`src/rtl/strobe_sched_if.sv`:
```
// ============================================================================
// Module   : strobe_sched_if
// Brief    : Config/control and status bundle for the strobe scheduler.
// Revision : 1.0 - initial release
// ============================================================================
`default_nettype none

interface strobe_sched_if #(
    parameter int NUM_CH = 4,
    parameter int DIV_W  = 4,
    parameter int ACC_W  = 8
);
    localparam int c_ch_w = $clog2(NUM_CH);

    logic                enable;
    logic                cfg_we;
    logic [c_ch_w-1:0]   cfg_ch;
    logic [DIV_W-1:0]    cfg_period;
    logic [ACC_W-1:0]    cfg_step;
    logic                acc_clr;
    logic [ACC_W-1:0]    acc;
    logic [NUM_CH-1:0]   grant;
    logic                grant_vld;
    logic [NUM_CH-1:0]   overrun;
    logic                busy;

    modport master (
        output enable, cfg_we, cfg_ch, cfg_period, cfg_step, acc_clr,
        input  acc, grant, grant_vld, overrun, busy
    );

    modport slave (
        input  enable, cfg_we, cfg_ch, cfg_period, cfg_step, acc_clr,
        output acc, grant, grant_vld, overrun, busy
    );
endinterface

`default_nettype wire

```
`src/rtl/strobe_sched.sv`:
```
// ============================================================================
// Module   : strobe_sched
// Brief    : NUM_CH periodic strobe channels, round-robin arbitrated onto one
//            shared signed accumulator. Optional STROBE_SCHED_SATURATE_EN
//            makes the accumulator add saturate instead of wrap.
// Revision : 1.0 - initial release
// ============================================================================
`default_nettype none

module strobe_sched #(
    parameter int NUM_CH = 4,
    parameter int DIV_W  = 4,
    parameter int ACC_W  = 8
) (
    input  wire logic       clk_in,
    input  wire logic       rst_n,
    strobe_sched_if.slave   bus
);
    localparam int              c_ch_w   = $clog2(NUM_CH);
    localparam logic [c_ch_w:0] c_num_ch = (c_ch_w+1)'(NUM_CH);
`ifdef STROBE_SCHED_SATURATE_EN
    localparam logic [ACC_W-1:0] c_acc_max = {1'b0, {(ACC_W-1){1'b1}}};
    localparam logic [ACC_W-1:0] c_acc_min = {1'b1, {(ACC_W-1){1'b0}}};
`endif

    logic [NUM_CH-1:0] w_pending;
    logic [NUM_CH-1:0] w_overrun;
    logic [NUM_CH-1:0] w_strobe;
    logic [NUM_CH-1:0] w_grant_oh;
    logic [NUM_CH-1:0] w_cfg_hit;
    logic [c_ch_w-1:0] w_gidx;
    logic [c_ch_w-1:0] w_ptr_nxt;
    logic [c_ch_w:0]   w_idx;
    logic [c_ch_w:0]   w_ptr_sum;
    logic              w_found;
    logic [ACC_W-1:0]  w_step_and [NUM_CH];
    logic [ACC_W-1:0]  w_step_g;
    logic [ACC_W-1:0]  w_sum;
    logic [ACC_W-1:0]  w_add;

    logic [c_ch_w-1:0] r_ptr;
    logic [ACC_W-1:0]  r_acc;
    logic [NUM_CH-1:0] r_grant;
    logic              r_grant_vld;

    // Out-of-range channel indices decode to no channel at all.
    always_comb begin
        w_cfg_hit = '0;
        if (bus.cfg_we && ({1'b0, bus.cfg_ch} < c_num_ch)) begin
            w_cfg_hit[bus.cfg_ch] = 1'b1;
        end
    end

    // Round-robin search over registered pending, starting at r_ptr.
    always_comb begin
        w_grant_oh = '0;
        w_gidx     = '0;
        w_found    = 1'b0;
        w_idx      = '0;
        for (int i = 0; i < NUM_CH; i++) begin
            w_idx = {1'b0, r_ptr} + (c_ch_w+1)'(i);
            if (w_idx >= c_num_ch) begin
                w_idx = w_idx - c_num_ch;
            end
            if (!w_found && bus.enable && w_pending[w_idx[c_ch_w-1:0]]) begin
                w_found = 1'b1;
                w_gidx  = w_idx[c_ch_w-1:0];
            end
        end
        if (w_found) begin
            w_grant_oh[w_gidx] = 1'b1;
        end
    end

    always_comb begin
        w_ptr_sum = {1'b0, w_gidx} + (c_ch_w+1)'(1);
        if (w_ptr_sum >= c_num_ch) begin
            w_ptr_sum = '0;
        end
        w_ptr_nxt = w_ptr_sum[c_ch_w-1:0];
    end

    always_comb begin
        w_step_g = '0;
        for (int i = 0; i < NUM_CH; i++) begin
            w_step_g = w_step_g | w_step_and[i];
        end
    end

    // Signed overflow: operands share a sign that the sum does not.
    always_comb begin
        w_sum = r_acc + w_step_g;
        w_add = w_sum;
`ifdef STROBE_SCHED_SATURATE_EN
        if ((r_acc[ACC_W-1] == w_step_g[ACC_W-1]) &&
            (w_sum[ACC_W-1] != r_acc[ACC_W-1])) begin
            w_add = r_acc[ACC_W-1] ? c_acc_min : c_acc_max;
        end
`else
        w_add = w_sum;
`endif
    end

    for (genvar gi = 0; gi < NUM_CH; gi++) begin : g_ch
        logic [DIV_W-1:0] r_period;
        logic [DIV_W-1:0] r_cnt;
        logic [ACC_W-1:0] r_step;
        logic             r_pend;
        logic             r_ovr;

        assign w_strobe[gi]   = bus.enable && (r_period != '0) && (r_cnt == '0);
        assign w_pending[gi]  = r_pend;
        assign w_overrun[gi]  = r_ovr;
        assign w_step_and[gi] = {ACC_W{w_grant_oh[gi]}} & r_step;

        always_ff @(posedge clk_in or negedge rst_n) begin
            if (!rst_n) begin
                r_period <= '0;
                r_cnt    <= '0;
                r_step   <= '0;
                r_pend   <= 1'b0;
                r_ovr    <= 1'b0;
            end else if (w_cfg_hit[gi]) begin
                // A write suppresses this edge's strobe and drops queued work.
                r_period <= bus.cfg_period;
                r_step   <= bus.cfg_step;
                r_cnt    <= (bus.cfg_period == '0) ? '0 : bus.cfg_period - DIV_W'(1);
                r_pend   <= 1'b0;
                r_ovr    <= 1'b0;
            end else begin
                if (bus.enable && (r_period != '0)) begin
                    r_cnt <= (r_cnt == '0) ? r_period - DIV_W'(1) : r_cnt - DIV_W'(1);
                end
                if (w_strobe[gi]) begin
                    if (r_pend && !w_grant_oh[gi]) begin
                        r_ovr <= 1'b1;
                    end
                    r_pend <= 1'b1;
                end else if (w_grant_oh[gi]) begin
                    r_pend <= 1'b0;
                end
            end
        end
    end

    always_ff @(posedge clk_in or negedge rst_n) begin
        if (!rst_n) begin
            r_ptr       <= '0;
            r_acc       <= '0;
            r_grant     <= '0;
            r_grant_vld <= 1'b0;
        end else begin
            if (bus.enable) begin
                r_grant     <= w_grant_oh;
                r_grant_vld <= w_found;
                if (w_found) begin
                    r_ptr <= w_ptr_nxt;
                end
            end else begin
                r_grant     <= '0;
                r_grant_vld <= 1'b0;
            end
            // Clear-then-add when a clear coincides with a grant.
            if (w_found) begin
                r_acc <= bus.acc_clr ? w_step_g : w_add;
            end else if (bus.acc_clr) begin
                r_acc <= '0;
            end
        end
    end

    assign bus.acc       = r_acc;
    assign bus.grant     = r_grant;
    assign bus.grant_vld = r_grant_vld;
    assign bus.overrun   = w_overrun;
    assign bus.busy      = |w_pending;

endmodule

`default_nettype wire
```
`src/flat_wrapper.sv`:
```
// flat-port wrapper written by rule: the top's interface ports become plain ports
module strobe_sched_flat 
#(
    parameter int NUM_CH = 4,
    parameter int DIV_W  = 4,
    parameter int ACC_W  = 8
)
  (clk_in, rst_n, bus_enable, bus_cfg_we, bus_cfg_ch, bus_cfg_period, bus_cfg_step, bus_acc_clr, bus_acc, bus_grant, bus_grant_vld, bus_overrun, bus_busy);
  strobe_sched_if #(.NUM_CH(NUM_CH), .DIV_W(DIV_W), .ACC_W(ACC_W)) bus_i ();
  input  wire logic clk_in;
  input  wire logic rst_n;
  input wire logic [$bits(bus_i.enable)-1:0] bus_enable;
  input wire logic [$bits(bus_i.cfg_we)-1:0] bus_cfg_we;
  input wire logic [$bits(bus_i.cfg_ch)-1:0] bus_cfg_ch;
  input wire logic [$bits(bus_i.cfg_period)-1:0] bus_cfg_period;
  input wire logic [$bits(bus_i.cfg_step)-1:0] bus_cfg_step;
  input wire logic [$bits(bus_i.acc_clr)-1:0] bus_acc_clr;
  output wire logic [$bits(bus_i.acc)-1:0] bus_acc;
  output wire logic [$bits(bus_i.grant)-1:0] bus_grant;
  output wire logic [$bits(bus_i.grant_vld)-1:0] bus_grant_vld;
  output wire logic [$bits(bus_i.overrun)-1:0] bus_overrun;
  output wire logic [$bits(bus_i.busy)-1:0] bus_busy;
  assign bus_i.enable = bus_enable;
  assign bus_i.cfg_we = bus_cfg_we;
  assign bus_i.cfg_ch = bus_cfg_ch;
  assign bus_i.cfg_period = bus_cfg_period;
  assign bus_i.cfg_step = bus_cfg_step;
  assign bus_i.acc_clr = bus_acc_clr;
  assign bus_acc = bus_i.acc;
  assign bus_grant = bus_i.grant;
  assign bus_grant_vld = bus_i.grant_vld;
  assign bus_overrun = bus_i.overrun;
  assign bus_busy = bus_i.busy;
  strobe_sched #(.NUM_CH(NUM_CH), .DIV_W(DIV_W), .ACC_W(ACC_W)) u_core (.clk_in(clk_in), .rst_n(rst_n), .bus(bus_i));
endmodule
```
`config.mk`:
```
export PLATFORM = sky130hd
export DESIGN_NAME = strobe_sched_flat
export DESIGN_NICKNAME = d
export VERILOG_FILES = /design/src/rtl/strobe_sched_if.sv /design/src/rtl/strobe_sched.sv /design/src/flat_wrapper.sv
export SDC_FILE = /design/constraint.sdc
export NUM_CORES = 1
export LEC_CHECK = 0
export ABC_AREA = 1
export BUFFER_PORTS_ARGS = -buffer_cell sky130_fd_sc_hd__buf_2
export CAP_MARGIN = 20
export CORE_UTILIZATION = 31
export CTS_CLUSTER_DIAMETER = 150
export DETAILED_ROUTE_END_ITERATION = 10
export SKIP_LAST_GASP = 1
export SYNTH_ARGS = -nofsm -noshare
export SYNTH_HDL_FRONTEND = slang
export SYNTH_SLANG_ARGS = --single-unit
```
`constraint.sdc`:
```
create_clock -name clk_in -period 4.5 [get_ports clk_in]
set_input_delay 0.225 -clock clk_in [delete_from_list [all_inputs] [get_ports clk_in]]
set_output_delay 0.225 -clock clk_in [all_outputs]
set_load 0.005 [all_outputs]
```
==> summary.md, run 1 <==
| Metric | Value |
|---|---|
| Post-synthesis mux area share | `0%` |
| Synth Area in Adders | `4.29%` |
| Routed Antenna Nets | `0` |
| Inst Count DP | `approximately 850` |
| Die Wd | `127 µm` |
| CTS clock-pin slew for the worst setup and hold paths | `0.06 ns` |
| PD cells | `671 mW/mm²` |
| Synth Area in XOR/XNOR | `1.27%` |
| Fin Clk Skew | `~0.0025 ns` |
| Final setup vio count | `0` |
| Htree depth | `3` |
| Row count | `45` |
| Switching power | `around 1600 µW` |
| Final HPWL from detailed placement | `8670 µm` |
| Worst path bufs/invs | `6` |
| Crit path capture type | `flip-flop` |
| Core Area | `0.0152 mm²` |
| CP Data Arrival Time | `4.36 ns` |
| Seq cells post-synth | `87` |
| CTS buffer count | `9` |
| CP startpoint kind | `flip-flop` |
| Root buffer cell | `clkbuf_16` |
| RSZ-0062 raised after global routing | `no` |
| Filler cells | `around 1600` |
| Fin nets | `706` |
| Area grow syn2layout | `13.6%` |
| Overflow after GRT | `0` |
| Ports | `37` |
| Maximum buffer depth of the clock tree | `2` |
| Tot GR Track Use | `15.9%` |
| Period utilization | `90.6%` |
| Fin crit period | `4.08 ns` |
| Slew Viols, Final | `0` |
| Initial antenna violation count | `0` |
| Layout cells sized above 1 | `around 12%` |
| Crit Path Max Fanout | `7` |
| Avg Inst Size Synth | `around 7.6 µm²` |
| Most used DFF post-synth | `dfrtp_1` |
| Seq/Total Area, Yosys | `44.9%` |
| Max frequency | `245 MHz` |
| Setup_tns | `0 ns` |
| Post-Syn Instances | `638` |
| DRC Markers | `0` |
| Non-filler cells, final | `863` |
| First-pass GRT wire length | `20200 µm` |
| Power share of the combinational group | `49.0%` |
| Sw frac | `43.6%` |
| Hold WS | `0.0988 ns` |
| Final hold vios | `0` |
| Crit path kind | `flip-flop to flip-flop` |
| Clock Sinks | `87` |
| Clock power frac | `20.2%` |
| Max-cap viol count | `0` |
| Post-synth EDFFs | `0` |
| Synth Net Count | `~670` |
| Library cells used by synthesis | `37` |
| Worst-skew pair later-pin latency | `0.34 ns` |
| VDD IR max | `0.294 mV` |
| First-pass DRT Iterations | `5` |
| Final WL | `11800 µm` |
| Routed WL per cell | `13.7 µm` |
| PortBufs | `36` |
| Simple-gate share of the synthesized area | `a little under a quarter` |
| N_diodes | `0` |
| Worst hold path type | `input pin to flip-flop` |
| FFs w/ async S/R, synth | `100%` |
| Seq pwr share | `between 30% and 40%` |
| Vias | `4104` |
| Compound-Gate Fraction of Synth Area | `15.0%` |
| Critical Path RT | `4.79 ns` |
| Yosys warns | `0` |
| Total Power | `around 3700 µW` |
| Leakage | `0.00285 µW` |
| Outcome | `completed` |
| Pin count of the biggest net entering global routing | `54` |
| Die height | `127 µm` |
| CTS tree | `done` |
| Slowest cell on the critical path | `dfrtp_1` |
| Largest family of logic cells by synthesized area | `simple AND/OR/NAND/NOR gates` |
| Max stage delay on crit path | `0.49 ns` |
| Initial Util | `a little under a third` |
| Mapped Area | `0.00484 mm²` |
| Initial DRC Count | `244` |
| Full die area | `0.0161 mm²` |
| Vias in the first global route | `4081` |
| P_int | `2080 µW` |
| RD Place Congestion | `roughly 0.83` |
| Rel. slew slack | `40.6%` |
| Cell mode on critical path | `nand2_1` |
| Worst-Margin Slew | `0.887 ns` |
| CP delay by family, top | `simple AND/OR/NAND/NOR gates` |
| Drt via density | `approximately 4.8` |
## final timing paths
check | cells past startpoint | slack, ns | start | to
setup reg to reg | 30 | 0.42 | u_core.r_ptr[1] | u_core.bus.acc[6]
hold reg to reg | 1 | 0.48 | u_core.g_ch[0].r_ovr | u_core.g_ch[0].r_ovr
setup / recovery | 30 | 0.42 | u_core.r_ptr[1] | u_core.bus.acc[6]
max in group asynchronous | 3 | 3.08 | rst_n | u_core.bus.grant[0]
hold / removal | 3 | 0.1 | bus_cfg_step[0] | u_core.g_ch[2].r_step[0]
min in group asynchronous | 2 | 0.50 | rst_n | u_core.bus.grant_vld
## sequential cells by signal (all words and copies together) (netlist names)
| name | cells |
|---|---|
| u_core.bus.acc | 8 |
| u_core.g_ch.r_pend | 4 |
| u_core.r_ptr | 2 |
| u_core.g_ch.r_ovr | 4 |
| u_core.g_ch.r_step | 32 |
| u_core.g_ch.r_period | 16 |
| u_core.bus.grant_vld | 1 |
| u_core.g_ch.r_cnt | 16 |
| u_core.bus.grant | 4 |
## cells in the mapped netlist, types with 6 or more instances
cell type | instances | share of area (%)
nor2_1 | 39 | 3.0
ha_1 | 15 | 3.9
nand2_1 | 151 | 12
dfrtp_1 | 87 | 45
a21oi_1 | 19 | 2.0
o221ai_1 | 9 | 1.6
nand4_1 | 6 | 0.77
o21ai_0 | 74 | 7.6
inv_1 | 115 | 8.9
clkbuf_1 | 11 | 0.85
nor3_1 | 8 | 0.83
a31oi_1 | 6 | 0.77
nand3_1 | 39 | 4.0
o21ai_1 | 8 | 0.83
## area by class of cell
cell class	count	area, µm²	share of cell area, %
sequential	87	2180	39.6
multi-input combinational	411	2120	38.5
inverter	120	453	8.23
tap	188	235	4.27
timing repair buffer	42	230	4.18
clock buffer	10	229	4.16
clock inverter	5	60.1	1.09
## worst register-to-register path, delay by kind of cell, from the launching register on
kind	cells	cell delay (ns)
AOI/OAI and AO/OA	3	0.51
DFF	1	0.49
xor gates and xnor gates	1	0.14
and+or+nand+nor	17	1.52
buffers and inverters	6	0.58
adders and majority gates	3	0.77
## cell families after synthesis
| logic type | Yosys count |
|---|---|
| buffers and inverters | 140 |
| XOR/XNOR | 7 |
| adder cells (fa/ha/maj) | 16 |
| flip-flops | 87 |
| AO/OA/AOI/OAI | 130 |
| AND/OR/NAND/NOR | 258 |
## power by group through the flow
stage	sequential, µW	clock, µW	combinational, µW
2_1_floorplan	1100	0	1440
3_3_place_gp	1150	0	1790
3_5_place_dp	1150	0	1800
4_1_cts	1140	767	1820
5_1_grt	1160	787	2100
6_report	1140	745	1810
## placed cells by master, fill, tap and decap left out, types with 8 or more instances in the layout
master / n
dfrtp_1: 86
o221ai_1: 9
clkbuf_16: 9
ha_1: 15
o21ai_1: 8
buf_2: 35
inv_1: 115
o21ai_0: 74
a21oi_1: 19
nand2_1: 151
nand3_1: 39
nor2_1: 39
## repair_timing
item                       CTS  global route
hold buffers                 1             0
resized for setup            0             2
setup endpoints to repair    0             1
hold endpoints to repair    52             0
setup buffers                0             0
## layer usage
| metal | GRT usage, % | vias up | wire length [µm] |
|---|---|---|---|
| met3 | 3.60 | 15 | 530 |
| met5 | 0 | - | 0 |
| met4 | 4.48 | 0 | 182 |
| met1 | 20.6 | 1887 | 5650 |
| li1 | - | 2107 | - |
| met2 | 26.7 | 95 | 5460 |
## stage by stage
step	setup WS, ns	area [µm²]	utilization, %
after floorplan	0.943	4840	-
after global placement	0.461	5200	34.2
after detailed placement	0.391	5200	34.2
after CTS	0.366	5500	36.2
after global routing	0.0474	5500	36.2
final	0.423	5500	36.2
No activity file was read; power rests on OpenSTA's default activity.
==> inputs of run 2 (changes only) <==
--- a/config.mk
+++ b/config.mk
@@ -8,9 +8,10 @@
 export ABC_AREA = 1
 export BUFFER_PORTS_ARGS = -buffer_cell sky130_fd_sc_hd__buf_2
 export CAP_MARGIN = 20
-export CORE_UTILIZATION = 31
+export CORE_UTILIZATION = 50
 export CTS_CLUSTER_DIAMETER = 150
 export DETAILED_ROUTE_END_ITERATION = 10
+export PLACE_DENSITY = 0.68
 export SKIP_LAST_GASP = 1
 export SYNTH_ARGS = -nofsm -noshare
 export SYNTH_HDL_FRONTEND = slang
==> summary.md, run 2 (synthesized netlist as in run 1, its figures left out) <==
| Metric | Value |
|---|---|
| Outcome | `completed` |
| Pre-CTS WS | `0.400 ns (+0.00821 ns)` |
| DRC Markers | `0 (unchanged)` |
| Crit Path Max Fanout | `7 (unchanged)` |
| Commonest non-fill, non-tap cell in the layout | `nand2_1` |
| Cell mode on critical path | `nand2_1` |
| Final HPWL from detailed placement | `8340 µm (-3.8%)` |
| Reg-to-Reg End | `u_core.bus.acc[6]` |
| Max FFs per register | `32 (unchanged)` |
| RD Place Congestion | `0.891 (+7.3%)` |
| Number of cells on the critical path | `31 (+3.3%)` |
| Full die area | `0.0101 mm² (-37%)` |
| Most frequent cells in the layout | `nand2_1, inv_1, dfrtp_1` |
| Crit path kind | `flip-flop to flip-flop` |
| Crit path from | `u_core.r_ptr[1]` |
| Ports | `37 (unchanged)` |
| Area grow syn2layout | `10.4%` |
| Seq pwr share | `32.0% (+1.2 points)` |
| Final setup vio count | `0 (unchanged)` |
| Overflow after GRT | `0 (unchanged)` |
| Core Area | `0.00933 mm² (-39%)` |
| Max-cap viol count | `0 (unchanged)` |
| Post-route setup slack | `0.484 ns (+0.0612 ns)` |
| Routed WL per cell | `14.0 µm (+2.3%)` |
| CTS clock-pin slew for the worst setup and hold paths | `0.09 ns (+0.03 ns)` |
| Row count | `35 (-22%)` |
| FF-to-FF Start | `u_core.r_ptr[1]` |
| Worst-skew pair later-pin latency | `0.37 ns (+0.03 ns)` |
| Worst hold path type | `input pin to flip-flop` |
| Sw frac | `45.1% (+1.5 points)` |
| Fin Clk Skew | `0.0118 ns (+0.00928 ns)` |
| Period utilization | `89.2% (-1.4 points)` |
| Crit path capture type | `flip-flop` |
| CP delay by family, top | `simple AND/OR/NAND/NOR gates` |
| Max stage delay on crit path | `0.49 ns (about the same)` |
| Pin count of the biggest net entering global routing | `54 (unchanged)` |
| Slowest cell on the critical path | `dfrtp_1` |
| Clock Sinks | `87 (unchanged)` |
| First-pass GRT wire length | `19200 µm (-5.0%)` |
| Post-CTS Setup Inserts | `0 (unchanged)` |
| Vias in the first global route | `4111 (+0.74%)` |
| P_int | `1930 µW (-7.3%)` |
| CTS tree | `done` |
| Initial antenna violation count | `0 (unchanged)` |
| Die height | `100 µm (-21%)` |
| CP startpoint kind | `flip-flop` |
| Htree depth | `3 (unchanged)` |
| Worst-Margin Slew | `0.670 ns (-0.217 ns)` |
| Setup_tns | `0 ns (unchanged)` |
| Routed Antenna Nets | `0 (unchanged)` |
| Root buffer cell | `clkbuf_8` |
| Fin nets | `707 (+0.14%)` |
| Rel. slew slack | `55.4% (+15 points)` |
| Drt via density | `5.21 (+9.5%)` |
| Final WL | `11300 µm (-4.5%)` |
| Max frequency | `249 MHz (+1.5%)` |
| VDD IR max | `0.230 mV (-22%)` |
| Reg2Reg Depth | `31 (+3.3%)` |
| Switching power | `1590 µW (-1.4%)` |
| Layout cells sized above 1 | `11.7% (+0.11 points)` |
| CP Data Arrival Time | `4.29 ns (-0.07 ns)` |
| Fin crit period | `4.02 ns (-0.0612 ns)` |
| N_diodes | `0 (unchanged)` |
| Die Wd | `100 µm (-21%)` |
| Tot GR Track Use | `24.5% (+8.6 points)` |
| Slew Viols, Final | `0 (unchanged)` |
| Maximum buffer depth of the clock tree | `2 (unchanged)` |
| Critical Path RT | `4.77 ns (-0.02 ns)` |
| Clock power frac | `16.2% (-4.0 points)` |
| PD cells | `658 mW/mm² (-2.0%)` |
| Initial Util | `51.9% (+20 points)` |
| Worst reg-to-reg setup slack | `0.48 ns (+0.06 ns)` |
| CTS buffer count | `9 (unchanged)` |
| Final hold vios | `0 (unchanged)` |
| Vias | `4198 (+2.3%)` |
| Largest Register | `u_core.g_ch.r_step` |
| Biggest regs | `u_core.g_ch.r_step (32), u_core.g_ch.r_cnt (16), u_core.g_ch.r_period (16)` |
| PortBufs | `36 (unchanged)` |
| Leakage | `0.00281 µW (-1.4%)` |
| Power share of the combinational group | `51.8% (+2.8 points)` |
| Critical Path End | `u_core.bus.acc[6]` |
| First-pass DRT Iterations | `4 (-1)` |
| RSZ-0062 raised after global routing | `no` |
| Worst path bufs/invs | `7 (+1)` |
| Initial DRC Count | `255 (+4.5%)` |
run 2: cell count changes in the layout (fill, tap and decap cells not counted), sizes merged:
cell | before | now
inv | 118 | 119
clkinvlp | 1 | 2
clkbuf | 10 | 12
buf | 41 | 42
clkinv | 5 | 2
run 2: worst reg2reg max path, delay by kind of cell, from the launching register on:
kind	cells	cell delay, ns
buf+inv	7	0.65
simple gates	17	1.53
flops	1	0.49
compound gates	3	0.52
xor+xnor	1	0.17
fa+ha+maj	3	0.59
run 2: timing repair:
action                                  4_1_cts  5_1_grt
gates resized for setup                       0        2
hold buffers                                  1        0
endpoints found under the hold margin        34        0
endpoints found under the setup margin        0        1
run 2: worst min-delay path by stage:
stage                               start                       end  slack, ns  depth (start not counted)
after floorplan                     rst_n         u_core.bus.acc[0]      -0.07                          0
after global placement              rst_n      u_core.bus.grant_vld       0.21                          1
after detailed placement            rst_n           u_core.r_ptr[1]       0.22                          1
after CTS                 bus_cfg_step[5]  u_core.g_ch[2].r_step[5]       0.07                          3
after global routing      bus_cfg_step[5]  u_core.g_ch[2].r_step[5]       0.07                          3
final                     bus_cfg_step[5]  u_core.g_ch[2].r_step[5]       0.08                          3
run 2: layout make-up:
cell class	instances	area, µm²
Clock buffer	12	145
Clock inverter	4	53.8
Fill cell	902	3980
Inverter	120	453
Multi-Input combinational cell	411	2120
Sequential cell	87	2180
Tap cell	129	161
Timing Repair Buffer	43	238
run 2: routing by layer:
metal | part of all wire, % | track usage (%) | routed length (µm)
met5 | 0 | 0 | 0
met2 | 49 | 41.2 | 5490
met1 | 46 | 30.9 | 5170
met4 | 2.5 | 10.7 | 280
met3 | 3.1 | 4.53 | 347
run 2: power by group through the flow:
stage               logic (µW)  registers, µW  clock network [µW]
finish                    1820           1130                 571
global route              2100           1160                 612
CTS                       1820           1120                 582
detailed placement        1810           1140                   0
global placement          1760           1140                   0
floorplan                 1440           1100                   0
run 2: metrics by stage:
| step | cells | instance area [µm²] | hold WS [ns] | total power, µW | utilization [%] |
|---|---|---|---|---|---|
| CTS | 806 | 5340 | 0.0675 | 3520 | 57.3 |
| finish | 806 | 5350 | 0.0759 | 3520 | 57.3 |
| detailed placement | 789 | 5130 | 0.219 | 2950 | 55.0 |
| global route | 806 | 5350 | 0.0724 | 3870 | 57.3 |
| global placement | 789 | 5130 | 0.215 | 2900 | 55.0 |
| floorplan | 638 | 4840 | -0.0706 | 2540 | - |
==> inputs of run 3 (changes only) <==
--- a/config.mk
+++ b/config.mk
@@ -5,7 +5,6 @@
 export SDC_FILE = /design/constraint.sdc
 export NUM_CORES = 1
 export LEC_CHECK = 0
-export ABC_AREA = 1
 export BUFFER_PORTS_ARGS = -buffer_cell sky130_fd_sc_hd__buf_2
 export CAP_MARGIN = 20
 export CORE_UTILIZATION = 50
==> summary.md, run 3 <==
| Metric | Value |
|---|---|
| Slew Viols, Final | `0 (unchanged)` |
| Crit path kind | `flip-flop to flip-flop` |
| Reg-to-Reg End | `u_core.bus.acc[7]` |
| First-pass GRT wire length | `18200 µm (-4.9%)` |
| Routed Antenna Nets | `0 (unchanged)` |
| CP delay by family, top | `compound AO/OA/AOI/OAI gates` |
| Worst hold path type | `input pin to flip-flop` |
| Worst-Margin Slew | `0.903 ns (+0.233 ns)` |
| FF+latch area | `0.00218 mm² (about the same)` |
| Switching power | `1290 µW (-19%)` |
| Max-cap viol count | `0 (unchanged)` |
| Placed cell area | `0.00499 mm² (-2.7%)` |
| Seq cells post-synth | `87 (unchanged)` |
| Post-synth EDFFs | `0 (unchanged)` |
| Root buffer cell | `clkbuf_8` |
| Seq pwr share | `36.5% (+4.5 points)` |
| Leakage | `0.00236 µW (-16%)` |
| FF-to-FF Start | `u_core.r_ptr[1]` |
| Max frequency | `232 MHz (-6.7%)` |
| RSZ-0062 raised after global routing | `no` |
| Initial DRC Count | `212 (-17%)` |
| Post-route setup slack | `0.198 ns (-0.286 ns)` |
| Max stage delay on crit path | `0.43 ns (-0.06 ns)` |
| Synth Net Count | `514 (-24%)` |
| Post-CTS Setup Inserts | `0 (unchanged)` |
| Vias | `3744 (-11%)` |
| Setup_tns | `0 ns (unchanged)` |
| Outcome | `completed` |
| Most frequent cells in the layout | `dfrtp_1, nand2_1, mux2_2` |
| Initial Util | `51.3% (-0.67 points)` |
| Crit Path Max Fanout | `6 (-1)` |
| Fin crit period | `4.30 ns (+0.286 ns)` |
| Crit path capture type | `flip-flop` |
| CP cell instances | `or3b_1 -> a31o_2 -> or2_2 -> a311oi_1 -> a211o_1 -> ha_1 -> buf_4 -> a22oi_1 -> a21boi_0 -> ha_1 -> a21oi_1 -> nor2b_1 -> a311o_1 -> a31o_2 -> mux2_2 -> nand3_1` |
| Htree depth | `3 (unchanged)` |
| Biggest regs | `u_core.g_ch.r_step (32), u_core.g_ch.r_cnt (16), u_core.g_ch.r_period (16)` |
| PortBufs | `36 (unchanged)` |
| Final core occ | `57.2% (-0.16 points)` |
| Reg2Reg Depth | `16 (-48%)` |
| Final WL | `10700 µm (-5.2%)` |
| CTS clock-pin slew for the worst setup and hold paths | `0.11 ns (+0.02 ns)` |
| P_int | `2020 µW (+4.5%)` |
| CTS buffer count | `9 (unchanged)` |
| Ports | `37 (unchanged)` |
| Multi-input gate area | `0.00236 mm² (+11%)` |
| WL met2 | `4900 µm (-11%)` |
| Layout cells sized above 1 | `23.3% (+12 points)` |
| Core Area | `0.00920 mm² (-1.4%)` |
| Commonest non-fill, non-tap cell in the layout | `dfrtp_1` |
| Rel. slew slack | `39.3% (-16 points)` |
| DRC Markers | `0 (unchanged)` |
| Full die area | `0.00982 mm² (-2.6%)` |
| Final hold vios | `0 (unchanged)` |
| Hold endpoint | `u_core.g_ch[1].r_step[3]` |
| Largest Register | `u_core.g_ch.r_step` |
| Most used DFF post-synth | `dfrtp_1` |
| VDD IR max | `0.345 mV (+50%)` |
| Critical Path RT | `4.81 ns (+0.04 ns)` |
| Area grow syn2layout | `11.5%` |
| FFs w/ async S/R, synth | `100% (unchanged)` |
| Yosys warns | `0 (unchanged)` |
| Post-route cell area | `0.00526 mm² (-1.7%)` |
| Library cells used by synthesis | `57 (+54%)` |
| Row count | `35 (unchanged)` |
| Max FFs per register | `32 (unchanged)` |
| CP startpoint kind | `flip-flop` |
| Seq/Total Area, Yosys | `46.2% (+1.2 points)` |
| Final setup vio count | `0 (unchanged)` |
| Power share of the combinational group | `44.0% (-7.8 points)` |
| Slowest cell on the critical path | `dfrtp_1` |
| Overflow after GRT | `0 (unchanged)` |
| Vias in the first global route | `3669 (-11%)` |
| Clock Sinks | `87 (unchanged)` |
| Mapped Area | `0.00471 mm² (-2.7%)` |
| First-pass DRT Iterations | `5 (+1)` |
| Avg Inst Size Synth | `9.84 µm² (+30%)` |
| Met3 routed WL | `529 µm (+52%)` |
| Dominant cell type by area after synthesis | `dfrtp_1` |
| Non-filler cells, final | `627 (-22%)` |
| Tot GR Track Use | `23.5% (-1.0 points)` |
| Die height | `99.1 µm (-1.3%)` |
| Initial antenna violation count | `0 (unchanged)` |
| N_diodes | `0 (unchanged)` |
| Hold Path Stages | `3 (unchanged)` |
| Final HPWL from detailed placement | `7410 µm (-11%)` |
| Filler cells | `790 (-12%)` |
| Worst path bufs/invs | `1 (-6)` |
| Clock power frac | `19.5% (+3.3 points)` |
| Fin nets | `546 (-23%)` |
| CTS tree | `done` |
| RD Place Congestion | `0.923 (+3.6%)` |
| Min-delay src | `bus_cfg_step[3]` |
| Synth top cells by count | `dfrtp_1, nand2_1, mux2_2, a21oi_1, nor2_1` |
| Top cells by area, synth | `dfrtp_1, mux2_2, nand2_1` |
| Fin Clk Skew | `0.0159 ns (+0.00409 ns)` |
| Pre-CTS WS | `0.144 ns (-0.256 ns)` |
| Drt via density | `5.97 (+15%)` |
| CP Data Arrival Time | `4.61 ns (+0.32 ns)` |
| Worst-skew pair later-pin latency | `0.36 ns (about the same)` |
| Routed WL per cell | `17.1 µm (+22%)` |
| Sw frac | `39.0% (-6.1 points)` |
| Post-Syn Instances | `479 (-25%)` |
| Inst Count DP | `609 (-23%)` |
| M1 WL | `5060 µm (-2.0%)` |
| Area share of the largest cell type after synthesis | `46.2% (+1.2 points)` |
| Period utilization | `95.6% (+6.4 points)` |
| Most frequent cell after synthesis | `dfrtp_1` |
| Highest Signal Layer | `met4` |
| Die Wd | `99.1 µm (-1.3%)` |
| Pin count of the biggest net entering global routing | `65 (+20%)` |
| Worst reg-to-reg setup slack | `0.20 ns (-0.29 ns)` |
| PD cells | `629 mW/mm² (-4.4%)` |
| Maximum buffer depth of the clock tree | `2 (unchanged)` |
[run 3: logic make-up after synthesis]
logic type / share of synthesized area, %
adder cells (fa/ha/maj): 4.41
AND/OR/NAND/NOR: 17.1
flip-flops: 46.2
multiplexers: 11.5
buffers and inverters: 4.06
XOR/XNOR: 0.557
AO/OA/AOI/OAI: 16.3
[run 3: tightest hold or removal path, delay by kind of cell]
family	cells	cell delay [ns]
buf+inv	1	0.11
simple gates	2	0.10
[run 3: timing repair]
| item | in CTS | in global routing |
|---|---|---|
| endpoints found under the setup margin | 0 | 4 |
| resized for setup | 0 | 4 |
| hold endpoints to repair | 23 | 0 |
| hold buffers | 1 | 0 |
[run 3: worst max path at each step]
stage,start,end,cells after the start
floorplan,u_core.r_ptr[1],u_core.bus.acc[7],16
global placement,u_core.r_ptr[1],u_core.bus.acc[7],14
detailed placement,u_core.r_ptr[1],u_core.bus.acc[7],15
CTS,u_core.r_ptr[1],u_core.bus.acc[7],15
global route,u_core.r_ptr[1],u_core.bus.acc[7],16
finish,u_core.r_ptr[1],u_core.bus.acc[7],16
[run 3: layout make-up]
cell class	count	share of cell area [%]
Tap cell	111	2.64
Sequential cell	87	41.4
Clock inverter	7	2.07
Clock buffer	9	2.36
Inverter	11	0.785
Multi-Input combinational cell	351	44.9
Timing Repair Buffer	51	5.88
[run 3: per-stage QoR]
step                      hold slack, ns  total power [µW]
after floorplan                  -0.0706              2260
final                             0.0857              3310
after global routing               0.104              3560
after CTS                         0.0763              3300
after detailed placement           0.162              2650
after global placement             0.157              2580
[run 3: power groups by stage]
stage | clock network, µW | registers (µW) | logic (µW)
floorplan | 0 | 1160 | 1100
global placement | 0 | 1200 | 1380
detailed placement | 0 | 1210 | 1430
CTS | 656 | 1200 | 1440
global route | 686 | 1240 | 1640
finish | 644 | 1210 | 1460
[run 3: routing by layer]
layer,GRT usage (%),vias to the layer above
li1,-,1783
met5,0,-
met3,4.22,18
met2,36.4,120
met1,33.0,1823
met4,9.50,0
